===== src/rtl/mem_write_arbiter.sv =====
// Four-requester round-robin write arbiter feeding a single-port MemoryUnit.
// Optional MEM_ARB_WRITE_COUNT_EN adds a saturating write_count output.
module mem_write_arbiter #(
  parameter int DATA_W = 35,
  parameter int N_REQ  = 4
) (
  input  logic                    clk,
  input  logic                    arst,
  input  logic [N_REQ-1:0]        req,
  input  logic [N_REQ*DATA_W-1:0] req_data,
  output logic [N_REQ-1:0]        ack,
  output logic [1:0]              grant_id,
  output logic                    busy,
  output logic                    mem_wren,
  output logic [DATA_W-1:0]       mem_din
`ifdef MEM_ARB_WRITE_COUNT_EN
  ,
  output logic [15:0]             write_count
`endif
);

  typedef enum logic [1:0] {
    IDLE,
    LATCH,
    WRITE,
    RELEASE
  } state_t;

  state_t            state;
  state_t            state_nxt;
  logic [1:0]        last_grant;
  logic [1:0]        win;
  logic [1:0]        idx;
  logic              found;
  logic [DATA_W-1:0] word_q;
  logic [DATA_W-1:0] words [N_REQ];

  for (genvar i = 0; i < N_REQ; i++) begin : g_word
    assign words[i] = req_data[i*DATA_W +: DATA_W];
  end

  // Search starts just past the previous winner, wrapping mod 4.
  always_comb begin
    win   = last_grant;
    idx   = last_grant;
    found = 1'b0;
    for (int k = 1; k <= N_REQ; k++) begin
      idx = last_grant + 2'(k);
      if (!found && req[idx]) begin
        win   = idx;
        found = 1'b1;
      end
    end
  end

  always_comb begin
    state_nxt = state;
    unique case (state)
      IDLE:    if (found) state_nxt = LATCH;
      LATCH:   state_nxt = WRITE;
      WRITE:   state_nxt = RELEASE;
      RELEASE: if (!req[grant_id]) state_nxt = IDLE;
      default: state_nxt = IDLE;
    endcase
  end

  always_ff @(posedge clk or negedge arst) begin
    if (!arst) begin
      state      <= IDLE;
      grant_id   <= 2'd0;
      last_grant <= 2'd3;
      word_q     <= '0;
    end else begin
      state <= state_nxt;
      if (state == IDLE && found) begin
        grant_id   <= win;
        last_grant <= win;
        word_q     <= words[win];
      end
    end
  end

  assign busy     = (state != IDLE);
  assign mem_wren = (state == WRITE);
  assign mem_din  = word_q;
  assign ack      = {N_REQ{mem_wren}} & (N_REQ'(1) << grant_id);

`ifdef MEM_ARB_WRITE_COUNT_EN
  always_ff @(posedge clk or negedge arst) begin
    if (!arst) begin
      write_count <= 16'd0;
    end else if (state == WRITE && write_count != 16'hFFFF) begin
      write_count <= write_count + 16'd1;
    end
  end
`endif

endmodule


===== config.mk =====
export PLATFORM = sky130hd
export DESIGN_NAME = mem_write_arbiter
export DESIGN_NICKNAME = d
export VERILOG_FILES = /design/src/rtl/mem_write_arbiter.sv
export SDC_FILE = /design/constraint.sdc
export NUM_CORES = 1
export LEC_CHECK = 0
export BUFFER_PORTS_ARGS = -buffer_cell sky130_fd_sc_hd__buf_2
export CAP_MARGIN = 10
export CORE_ASPECT_RATIO = 0.9
export CORE_MARGIN = 5
export CORE_UTILIZATION = 42
export CTS_BUF_LIST = sky130_fd_sc_hd__clkbuf_16
export DETAILED_ROUTE_END_ITERATION = 10
export PLACE_DENSITY_LB_ADDON = 0.08
export SYNTH_ARGS = -nofsm -noshare
export SYNTH_HDL_FRONTEND = slang
export SYNTH_SLANG_ARGS = --single-unit

===== constraint.sdc =====
create_clock -name clk -period 1.99 [get_ports clk]
set_input_delay 0.199 -clock clk [delete_from_list [all_inputs] [get_ports clk]]
set_output_delay 0.199 -clock clk [all_outputs]
set_load 0.005 [all_outputs]

==> results_dict.tcl <==
set metrics [dict create \
    cts_buffers 5 \
    final_nets 585 \
    tns_ns 0 \
    routed_wl_um 8290 \
    dieArea_um2 8060 \
    htree_levels 2 \
    fp-row-count 27 \
    slowest_stage "dfstp_2" \
    arrival_ns 2.09 \
    cts_root_buffer "clkbuf_16" \
    synth-simple-area-share_pct 9.22 \
    clk_path_buf_depth 2 \
    grt-ovfl-total 0 \
    layout_common_cells "buf_2, mux2i_1, nand2_1" \
    vias_per_cell 5.13 \
    powerDensity_nw_per_um2 1440 \
    mostFrequentLayoutCell "buf_2" \
    syn_area_um2 2670 \
    grtUsageTotal_pct 19.9 \
    yosysUniqueCellTypes 29 \
    p_seq_share_pct 26.8 \
    setup_viol 0 \
    period_minus_slack_ns 1.94 \
    die_w_um 94.1 \
    fin_util_pct 65.4 \
    ant_nets 0 \
    cpLargestDelayFamily "flip-flops" \
    fillers 522 \
    initial_core_util_pct 43.5 \
    yosys.area.top_type "dfrtp_1" \
    start_kind "flop" \
    crit_buf_inv 2 \
    p_comb_share_pct 60.0 \
    drv_cap 0 \
    drc 0 \
    grt_pass1_vias 2749 \
    hpwlAfterDp_um 6420 \
    n_antenna_cell 0 \
    io_pins 189 \
    drtIter0Drc 72 \
    hold_path.class "in2reg" \
    postSynthCellCount 242 \
    setup_ws_ns 0.0538 \
    criticalPathCategory "reg2reg" \
    netlist_top_cells_area "dfrtp_1, mux2i_1, o221ai_1, nand2_1, o221ai_2" \
    ir_worst_vdd_uv 667 \
    ys_seq_area_share_pct 38.5 \
    whs_ns 0.234 \
    rsz0062_at_grt "true" \
    area_delta_synth_final_pct 50.5 \
    worstMarginPinSlew_ns 0.452 \
    antenna_found_initial 0 \
    fp.dieH_um 85.7 \
    fin_crit_sh_pct 97.3 \
    hold_viol 0 \
    drv_slew 0 \
    muxShareOfSynthArea_pct 27.0 \
    path_cells "or2b_4, o21ai_4, a221oi_4, buf_12, buf_16, mux2i_2, o221ai_1" \
    port_buffers 188 \
    run_status "finished clean" \
    cpPeakStageDelay_ns 0.55 \
    p_switching_mw 2.22 \
    cts_sinks 41 \
    post_synth_fa_ha_maj_area_fraction_pct 1.40 \
    grt_pass1_wl_um 12800 \
    required_ns 2.14 \
    intPower_mw 3.57 \
    p_total_mw 5.80 \
    syn_area_per_cell_um2 11.0 \
    cp_max_fo 11 \
    netlist.area_leader.share_pct 36.5 \
    synth_compound_area_share_pct 16.4 \
    first_pass_iters 4 \
    swShare_pct 38.4 \
    place_ws_ns 0.0127 \
    syn_nets 391 \
    skew_ns 0.00356 \
    gp_congestion 0.757 \
    path_clk_slew_ns 0.06 \
    routedWlPerCell_um 15.8 \
    yosysWarnings 0 \
    clkLatencyLatePin_ns 0.28 \
    vias 2690 \
    max_freq_mhz 516 \
    pwr-share-clk_pct 13.2 \
    grt_max_degree 30 \
    slew_headroom_pct 69.9 \
    synth_seq_cells 41 \
    coreArea_um2 6150 \
    endpoint_kind "flop" \
    synthXorXnorAreaFrac_pct 0 \
    leakage_nw 2.20 \
    drive_above_1_share_pct 54.2 \
    synth_top_family_by_area "multiplexers" \
    cts_tree "yes" \
]
-- synth_stat cells --
master and n:
mux2i_1 70, nand2_1 41, dfrtp_1 39, o221ai_1 27, o221ai_2 8, buf_8 6, nor2_1 6, a21oi_1 5
buf_6 5, clkbuf_1 4, inv_1 4, buf_2 3, ha_1 3, nand2b_1 3, dfstp_2 2, nor3b_1 2
o21ai_0 2, a21o_1 1, a221oi_2 1, a31oi_1 1, and2_1 1, and3_1 1, and3b_1 1, buf_4 1
mux4_2 1, nand2_2 1, o21ai_2 1, o32a_1 1, or2b_2 1
-- kinds of logic after synthesis --
logic type | count (synthesis)
AOI/OAI and AO/OA | 47
buffers and inverters | 23
DFF | 41
adders and majority gates | 3
muxes | 71
and+or+nand+nor | 57
-- repair_timing --
| item | 4_1_cts | 5_1_grt |
|---|---|---|
| setup buffers | 0 | 1 |
| hold endpoints to repair | 13 | 0 |
| gates resized for setup | 0 | 15 |
| hold buffers | 1 | 0 |
| setup endpoints to repair | 0 | 24 |
-- worst paths after layout --
kind / from / end / slack [ns] / cells after the start
setup reg to reg: last_grant[0] / mem_din[8] / 0.05 / 7
setup / recovery: last_grant[0] / mem_din[8] / 0.05 / 7
hold reg to reg: mem_din[33] / mem_din[33] / 0.48 / 2
min in group asynchronous: arst / mem_din[12] / 0.39 / 2
hold / removal: req_data[115] / mem_din[10] / 0.23 / 3
max in group asynchronous: arst / mem_din[27] / 1.02 / 3
-- worst register-to-register path, cell delays in order, from the launching register on --
cell and delay (ns):
dfstp_2 0.55, or2b_4 0.13, o21ai_4 0.06, a221oi_4 0.33, buf_12 0.20, buf_16 0.16, mux2i_2 0.25, o221ai_1 0.13
-- routing by layer --
layer / track usage, % / routed length, um / share of wire (%)
met1: 24.2 / 3310 / 40
met2: 33.7 / 4010 / 48
met3: 6.58 / 809 / 9.8
met4: 5.64 / 161 / 1.9
met5: 0 / 0 / 0
-- metrics by stage --
stage / area [um^2] / instances
final: 4020 / 524
after CTS: 3890 / 521
after detailed placement: 3750 / 512
after global placement: 3750 / 512
after global routing: 4020 / 524
after floorplan: 2670 / 242
-- flip-flops by register name, indices dropped and copies added, names as in the netlist --
name        count
mem_din        35
grant_id        2
last_grant      2
state           2
-- cell type report --
| type | count | area (um^2) | share of cell area, % |
|---|---|---|---|
| multi-input cells | 178 | 1510 | 37.6 |
| inverters | 4 | 15.0 | 0.373 |
| flip-flops and latches | 41 | 1030 | 25.6 |
| clock buffers | 5 | 125 | 3.11 |
| clock inverters | 3 | 13.8 | 0.342 |
| repair buffers | 206 | 1220 | 30.3 |
| well taps | 87 | 109 | 2.71 |
-- power groups by stage --
stage,clock [mW],combinational [mW],sequential (mW)
4_1_cts,0.791,3.26,1.56
6_report,0.766,3.48,1.55
3_3_place_gp,0,3.19,1.57
2_1_floorplan,0,2.19,1.56
5_1_grt,0.832,3.81,1.62
3_5_place_dp,0,3.27,1.56
Power figures use the tool's default switching activity.
